## src/rtl/irq_priority_arbiter.sv

```systemverilog
// Interrupt priority arbiter: picks the highest-priority eligible pending
// source and presents it to the CPU through a claim/complete handshake. On
// claim it sends a one-hot acknowledge pulse back to the interrupt controller.
// Per-source priorities and a global threshold are CPU-visible registers.
module irq_priority_arbiter #(
    parameter int INTR_WIDTH = 8,
    parameter int PRIO_WIDTH = 3,
    parameter int ADDR_WIDTH = 6,
    parameter int DATA_WIDTH = 32,
    parameter int ID_WIDTH   = $clog2(INTR_WIDTH)
) (
    input  logic                  clk,
    input  logic                  reset_n,
    input  logic [INTR_WIDTH-1:0] intr_pending,
    input  logic                  cpu_read,
    input  logic                  cpu_write,
    input  logic [ADDR_WIDTH-1:0] cpu_address,
    input  logic [DATA_WIDTH-1:0] cpu_write_data,
    output logic [DATA_WIDTH-1:0] cpu_read_data,
    output logic                  irq_req,
    output logic [ID_WIDTH-1:0]   irq_id,
    input  logic                  irq_claim,
    input  logic                  irq_complete,
    input  logic [ID_WIDTH-1:0]   irq_complete_id,
    output logic [INTR_WIDTH-1:0] intr_ack_out
);

    localparam int WORD_W = ADDR_WIDTH - 2;
    localparam logic [WORD_W-1:0] IDX_THRESHOLD = WORD_W'(INTR_WIDTH);
    localparam logic [WORD_W-1:0] IDX_STATUS    = WORD_W'(INTR_WIDTH + 1);

    typedef enum logic [1:0] {
        S_IDLE    = 2'd0,
        S_ARB     = 2'd1,
        S_PRESENT = 2'd2,
        S_SERVICE = 2'd3
    } state_t;

    state_t                  state_reg, state_next;
    logic [ID_WIDTH-1:0]     cur_id_reg, cur_id_next;
    logic [PRIO_WIDTH-1:0]   cur_prio_reg, cur_prio_next;
    logic [PRIO_WIDTH-1:0]   prio_reg [INTR_WIDTH];
    logic [PRIO_WIDTH-1:0]   threshold_reg;
    logic [INTR_WIDTH-1:0]   ack_reg, ack_next;
    logic [DATA_WIDTH-1:0]   read_data_reg;
    logic [DATA_WIDTH-1:0]   read_value;

    logic [WORD_W-1:0]       word_index;
    logic [INTR_WIDTH-1:0]   eligible;
    logic                    any_eligible;
    logic [ID_WIDTH-1:0]     win_id;
    logic [PRIO_WIDTH-1:0]   win_prio;

    // Byte-offset bits and unused write-data bits are intentionally ignored.
    logic unused_bits;
    assign unused_bits = &{1'b0, cpu_address[1:0], cpu_write_data[DATA_WIDTH-1:PRIO_WIDTH]};

    assign word_index = cpu_address[ADDR_WIDTH-1:2];

    // Per-source priority registers and eligibility terms.
    generate
        for (genvar gi = 0; gi < INTR_WIDTH; gi++) begin : g_src
            // Priority register write for this source.
            always_ff @(posedge clk or negedge reset_n) begin
                if (!reset_n) begin
                    prio_reg[gi] <= '0;
                end else if (cpu_write && word_index == WORD_W'(gi)) begin
                    prio_reg[gi] <= cpu_write_data[PRIO_WIDTH-1:0];
                end
            end

            // A zero priority disables the source regardless of threshold.
            assign eligible[gi] = intr_pending[gi] && (prio_reg[gi] != '0) &&
                                  (prio_reg[gi] > threshold_reg);
        end
    endgenerate

    // Threshold register write.
    always_ff @(posedge clk or negedge reset_n) begin
        if (!reset_n) begin
            threshold_reg <= '0;
        end else if (cpu_write && word_index == IDX_THRESHOLD) begin
            threshold_reg <= cpu_write_data[PRIO_WIDTH-1:0];
        end
    end

    assign any_eligible = |eligible;

    // Winner search; scanning downward with >= lets lower indices win ties.
    always_comb begin
        win_id   = '0;
        win_prio = '0;
        for (int i = INTR_WIDTH - 1; i >= 0; i--) begin
            if (eligible[i] && prio_reg[i] >= win_prio) begin
                win_id   = ID_WIDTH'(i);
                win_prio = prio_reg[i];
            end
        end
    end

    // State, current-source and ack registers.
    always_ff @(posedge clk or negedge reset_n) begin
        if (!reset_n) begin
            state_reg    <= S_IDLE;
            cur_id_reg   <= '0;
            cur_prio_reg <= '0;
            ack_reg      <= '0;
        end else begin
            state_reg    <= state_next;
            cur_id_reg   <= cur_id_next;
            cur_prio_reg <= cur_prio_next;
            ack_reg      <= ack_next;
        end
    end

    // Next-state logic; a claim takes precedence over preemption.
    always_comb begin
        state_next    = state_reg;
        cur_id_next   = cur_id_reg;
        cur_prio_next = cur_prio_reg;
        ack_next      = '0;
        case (state_reg)
            S_IDLE: begin
                if (any_eligible) state_next = S_ARB;
            end
            S_ARB: begin
                if (any_eligible) begin
                    state_next    = S_PRESENT;
                    cur_id_next   = win_id;
                    cur_prio_next = win_prio;
                end else begin
                    state_next = S_IDLE;
                end
            end
            S_PRESENT: begin
                if (irq_claim) begin
                    state_next = S_SERVICE;
                    ack_next   = INTR_WIDTH'(1) << cur_id_reg;
                end else if (any_eligible && win_prio > cur_prio_reg) begin
                    state_next = S_ARB;
                end else if (!eligible[cur_id_reg]) begin
                    state_next = S_IDLE;
                end
            end
            S_SERVICE: begin
                if (irq_complete && irq_complete_id == cur_id_reg) state_next = S_IDLE;
            end
            default: state_next = S_IDLE;
        endcase
    end

    // Outputs decoded from state so reset drops the request immediately.
    always_comb begin
        irq_req      = (state_reg == S_PRESENT);
        irq_id       = cur_id_reg;
        intr_ack_out = ack_reg;
    end

    // Register read mux.
    always_comb begin
        read_value = '0;
        if (word_index < IDX_THRESHOLD) begin
            read_value[PRIO_WIDTH-1:0] = prio_reg[word_index[ID_WIDTH-1:0]];
        end else if (word_index == IDX_THRESHOLD) begin
            read_value[PRIO_WIDTH-1:0] = threshold_reg;
        end else if (word_index == IDX_STATUS) begin
            read_value[9:8]          = state_reg;
            read_value[ID_WIDTH-1:0] = cur_id_reg;
        end
    end

    // Read data is captured on a read strobe and held otherwise.
    always_ff @(posedge clk or negedge reset_n) begin
        if (!reset_n) begin
            read_data_reg <= '0;
        end else if (cpu_read) begin
            read_data_reg <= read_value;
        end
    end

    assign cpu_read_data = read_data_reg;

endmodule
```

## config.mk

```make
export PLATFORM = sky130hd
export DESIGN_NAME = irq_priority_arbiter
export DESIGN_NICKNAME = d
export VERILOG_FILES = /design/src/rtl/irq_priority_arbiter.sv
export SDC_FILE = /design/constraint.sdc
export NUM_CORES = 1
export LEC_CHECK = 0
export ABC_AREA = 1
export CORE_AREA = 2 2 93 95
export DETAILED_ROUTE_END_ITERATION = 8
export DIE_AREA = 0 0 95 97
export PLACE_DENSITY = 0.79
export SYNTH_ARGS = -nofsm -noshare
export SYNTH_HDL_FRONTEND = slang
export SYNTH_SLANG_ARGS = --single-unit
```

## constraint.sdc

```tcl
create_clock -name clk -period 11.1 [get_ports clk]
set_input_delay 1.11 -clock clk [delete_from_list [all_inputs] [get_ports clk]]
set_output_delay 1.11 -clock clk [all_outputs]
set_load 0.01 [all_outputs]
```

# Word level (Yosys, flattened, before mapping)

Cells that the tools add are included.

Register bits after elaboration: 48
Output and inout port bits: 44
Word-level logic and storage cells: 136

$lt $le $gt $ge: 20
Equal/unequal tests: 16
Shift-type cells: 1
Mux-type cells: 36
Bitwise operators: 1
Reduce and logical (&&, ||, !) cells: 48

Operator list:

| cell                                                        | number |
|---|---|
| two-way mux 3 bit                                           | 21 |
| logical AND 1 bit                                           | 35 |
| greater-than comparator 3 bit                               | 9 |
| nonzero test 3 bit                                          | 8 |
| greater-or-equal comparator 3 bit                           | 7 |
| two-way mux 2 bit                                           | 9 |
| == test 4 x 3 -> 1 bit (second input constant)              | 4 |
| two-way mux 8 bit                                           | 2 |
| binary-select mux 3 bit (select 3 bit)                      | 1 |
| == test 4 x 2 -> 1 bit (second input constant)              | 2 |
| == test 4 bit (second input constant)                       | 2 |
| one-hot mux 2 bit (4 select lines)                          | 1 |
| OR reduction 8 bit                                          | 1 |
| left shift 1 x 3 -> 8 bit (first input constant)            | 1 |
| == test 2 bit (second input constant)                       | 2 |
| == test 4 x 1 -> 1 bit (second input constant)              | 1 |
| greater-or-equal comparator 4 bit (second input constant)   | 1 |
| logical NOT 4 bit                                           | 1 |
| less-than comparator 3 x 4 -> 1 bit (second input constant) | 1 |
| less-than comparator 4 bit (second input constant)          | 1 |
| inequality test 2 bit (second input constant)               | 2 |
| inequality test 4 bit (second input constant)               | 1 |
| inverter 3 -> 4 bit                                         | 1 |
| binary-select mux 1 bit (select 3 bit)                      | 1 |
| other kinds (7)                                             | 7 |

# Logic depth before layout (Yosys ltp)

Depth after elaboration: 31
Depth in mapped cells: 71
Gate-level depth less buffers: 71

# Worst setup path before layout

OpenSTA, ideal clock, no wires.

Path kind: input to register
Start point: in intr_pending[7]
End point: reg state_reg[0]
Library setup time: 0.094 ns
Arrival: 8.804 ns
Data required time: 11.006 ns
Setup slack: 2.202 ns
Stages: 60
Buffers on the path: 0
Path through: nand2_1 nor2_2 nand3_1 ha_1 nand3_1 nand3_1 nand3_2 o21ai_0 ha_1 o21ai_0 nand3_1 nand2_1 nand2_2 nand2_4 o21ai_0 ha_1 nor2_1 o22ai_1 [24 not listed] inv_1 nand2_2 nand2_4 nand2_8 nand2_2 and2_1 ha_1 nand2_1 o211ai_1 nand2_1 or2_2 and2_1 ha_1 a21oi_1 a32oi_1 a211oi_1 a221oi_1 a211oi_1

Cells in the longest elaborated chain, start to end: 30
Elaborated cells between the ends (all ways): 36
Those cells by class: order compare (8); eq/ne (2); mux (13); reduce/logical (13)

RTL lines:

| what                               | line | text |
|---|---|---|
| start, declared                    | 14   | `input logic [INTR_WIDTH-1:0] intr_pending,` |
| logical AND 1 bit * (2 in series)  | 73   | `assign eligible[gi] = intr_pending[gi] && (prio_reg[gi] != '0) &&` |
| logical AND 1 bit *                | 94   | `if (eligible[i] && prio_reg[i] >= win_prio) begin` |
| two-way mux 3 bit *                | 94   |  |
| greater-or-equal comparator 3 bit  | 94   |  |
| logical AND 1 bit                  | 94   |  |
| two-way mux 3 bit *                | 94   |  |
| greater-or-equal comparator 3 bit  | 94   |  |
| logical AND 1 bit                  | 94   |  |
| [14 not listed]                    | -    |  |
| logical AND 1 bit                  | 94   |  |
| two-way mux 3 bit *                | 94   |  |
| net win_prio[2]                    | 52   | `logic [PRIO_WIDTH-1:0] win_prio;` |
| greater-than comparator 3 bit *    | 139  | `end else if (any_eligible && win_prio > cur_prio_reg) begin` |
| logical AND 1 bit *                | 139  |  |
| two-way mux 2 bit                  | 139  |  |
| two-way mux 2 bit                  | 136  | `if (irq_claim) begin` |
| one-hot mux 2 bit (4 select lines) | 122  | `case (state_reg)` |
| end signal, assigned               | 109  | `state_reg <= state_next;` |
| end, declared                      | 39   | `state_t state_reg, state_next;` |

Mark *: on every way through the listed nets, which the timed path passes. The rest lies on a longest branch. The select of a mux whose other input is x is not followed.
A chain may end at the register's enable or synchronous reset.

# Final worst setup path

Same ends and word-level chain as after synthesis.

==> impl_metrics.ini <==
[run_status]
outcome = complete, no violations

[timing]
final_hold_viol_count = 0
rsz0062_at_grt = false
fin_crit_sh_pct = 92.4
max_freq_mhz = 97.5
setup_violations = 0
skew_ns = 0.0112
finalWorstSetupSlack_ns = 0.844
setup_tns_ns = 0
slew_headroom_pct = 24.8
fin_crit_ns = 10.26
slew_violations = 0
max_slew.worst_pin.slew_ns = 1.12

[global_routing]
grt_pass1_wl_mm = 16.7
grt_max_degree = 49
first_global_vias = 3633
track_usage_pct = 22.6
grt_overflow = 0
grt_antenna_before_repair = 0

[placement]
dp_hpwl_mm = 7.88
post-place-ws_ns = 0.626
gp_congestion = 0.931
numPortBuffers = 40

[logic_synthesis]
synth_area_um2 = 3980
syn_avg_cell_area_um2 = 7.66
yosysTopAreaCell = dfrtp_1
syn-instance-count = 519
synth-xor-area-share_pct = 0.220
yosysTopAreaCellShare_pct = 30.2
synthTopCellsByArea = dfrtp_1 30%, ha_1 12%, nand2_1 9.1%
synth-seq-cells = 48
netlist_top_cells_count = 96 x nand2_1, 68 x inv_1, 48 x dfrtp_1
synth-edff-count = 0
synth.most_common_cell = nand2_1
synth-simple-area-share_pct = 30.4
synth_cell_types = 43
yosys_warnings = 0
synthFlopType = dfrtp_1
synth.mux.area_fraction_pct = 0
synth_top_family_by_area = simple AND/OR/NAND/NOR gates
synthAdderAreaFrac_pct = 12.3
seq_area_frac_synth_pct = 30.2
async_reset_ff_share_pct = 100
synth_compound_area_share_pct = 15.0

[clock_network]
clockBufferDepth = 2
htree_levels = 2
ctsHoldBuffers = 0
cts_tree = done
root_buffer = clkbuf_8
cts_resized = 0
clock_latency_ns = 0.31
clkTransAtPathRegs_ns = 0.09
post_cts_buffers = 0
cts_num_sinks = 48
cts_buffers = 5

[final_layout]
fin_nets = 659
diodes = 0
drive_gt1_share_pct = 9.19
utilization_pct = 55.3
largest_reg_flops = 24
area_growth_pct = 13.0

[route]
vias_per_cell = 5.45
drtIter0Drc = 178
drtAntennaViolNets = 0
drc_errors = 0
firstDrtPassIters = 5
vias = 3660
drt-total-wl_mm = 9.86
route.detailed.wl_per_inst_um = 14.7

[worst_setup_path]
worstPathArrival_ns = 10.46
cp_data_required_time_ns = 11.30
cpMostUsedCell = ha_1
critPathKind = primary input to register
max_stage_delay_ns = 0.46
r2r_start = threshold_reg[1]
ff2ff_path_depth = 63
cp_num_buf_inv = 6
slowest_stage = clkdlybuf4s50_1
critPathLaunch = intr_pending[7]
timing.rr.end = state_reg[0]
cp_top_family = simple AND/OR/NAND/NOR gates
r2r_slack_ns = 0.93
end_kind = register
cp-start-kind = primary input
critPathMaxFanout = 6

[flow_run]
drv_cap = 0

[worst_hold_path]
hold_path_end = cur_prio_reg[1]
whs_path_depth = 2
min_from = cur_prio_reg[1]
hold_path.class = register to register

[die]
core-area_um2 = 8130
fp-row-count = 33
io_pins = 99
fp.dieH_um = 97
start_util_pct = 48.9
die-area_um2 = 9220
die_x_um = 95

[power]
p_per_area_nw_per_um2 = 207
leakage_nw = 2.22
irDropWorstVdd_v = 0.0000728
through the flow:
stage	std cells	area, um2	power, mW	hold slack (ns)
detailed placement	663	4400	0.816	0.473
finish	671	4490	0.929	0.491
global placement	663	4400	0.786	0.464
floorplan	545	4070	0.680	0.449
global route	671	4490	1.02	0.523
CTS	671	4490	0.928	0.497
power breakdown:
group | switching, mW | internal, mW | total (mW)
Sequential | 0.0463 | 0.212 | 0.259
Clock | 0.0603 | 0.0499 | 0.110
Combinational | 0.341 | 0.218 | 0.560
Total | 0.448 | 0.481 | 0.929
cell type report:
| type | instances | area [um2] |
|---|---|---|
| well taps | 105 | 131 |
| clock inverters | 2 | 10.0 |
| fillers | 763 | 3640 |
| multi-input cells | 399 | 2400 |
| inverters | 70 | 263 |
| clock buffers | 6 | 82.6 |
| flip-flops and latches | 48 | 1200 |
| repair buffers | 41 | 403 |
tightest hold or removal path: cells and delay by family, from the launching register on:
kind	cells	cell delay, ns
DFF	1	0.36
and+or+nand+nor	2	0.10
layout by cell type (no fill, tap or decap), types with 2 or more instances in the layout:
| cell type | Yosys | layout |
|---|---|---|
| clkbuf_8 | 0 | 6 |
| nor2_1 | 42 | 42 |
| clkinv_2 | 0 | 2 |
| nor2_4 | 3 | 3 |
| nand3_2 | 9 | 9 |
| a221oi_1 | 4 | 4 |
| ha_1 | 39 | 39 |
| dfrtp_1 | 48 | 48 |
| o221ai_1 | 3 | 3 |
| o21ai_0 | 43 | 43 |
| and2_1 | 4 | 4 |
| nand2_1 | 96 | 96 |
| nand2_4 | 5 | 5 |
| nand3_4 | 3 | 3 |
| nand3b_1 | 2 | 2 |
| inv_1 | 68 | 68 |
| a211oi_1 | 9 | 9 |
| nand3_1 | 37 | 37 |
| nor4_1 | 4 | 4 |
| nand4_1 | 4 | 4 |
| a21oi_1 | 10 | 10 |
| o211ai_1 | 2 | 2 |
| o22ai_1 | 9 | 9 |
| o21ai_1 | 5 | 5 |
| nor3_1 | 8 | 8 |
| or2_2 | 3 | 3 |
| clkdlybuf4s50_1 | 0 | 39 |
| nand2_2 | 11 | 11 |
| inv_2 | 2 | 2 |
| a22oi_1 | 3 | 3 |
| conb_1 | 1 | 27 |
| o31ai_1 | 2 | 2 |
metal layers:
layer | wire, um | up-vias | global-route usage (%) | part of all wire [%]
met5 | 0 | - | 0 | 0
met1 | 4330 | 1716 | 28.4 | 44
li1 | - | 1796 | - | -
met2 | 4880 | 135 | 40.2 | 50
met3 | 563 | 13 | 3.50 | 5.7
met4 | 81 | 0 | 5.02 | 0.82
cell families after synthesis:
family / Yosys count
fa+ha+maj: 39
compound gates: 96
buf+inv: 98
flops: 48
simple gates: 236
other cells: 1
xor+xnor: 1
worst max-delay path by stage:
stage                               to  slack, ns  cells after the start
final                     state_reg[0]       0.84                     61
after global routing      state_reg[0]       0.13                     61
after CTS                 state_reg[0]       0.86                     61
after detailed placement  state_reg[0]       0.63                     61
after global placement    state_reg[0]       1.05                     61
after floorplan           state_reg[0]       2.20                     60
Power figures use the tool's default switching activity.
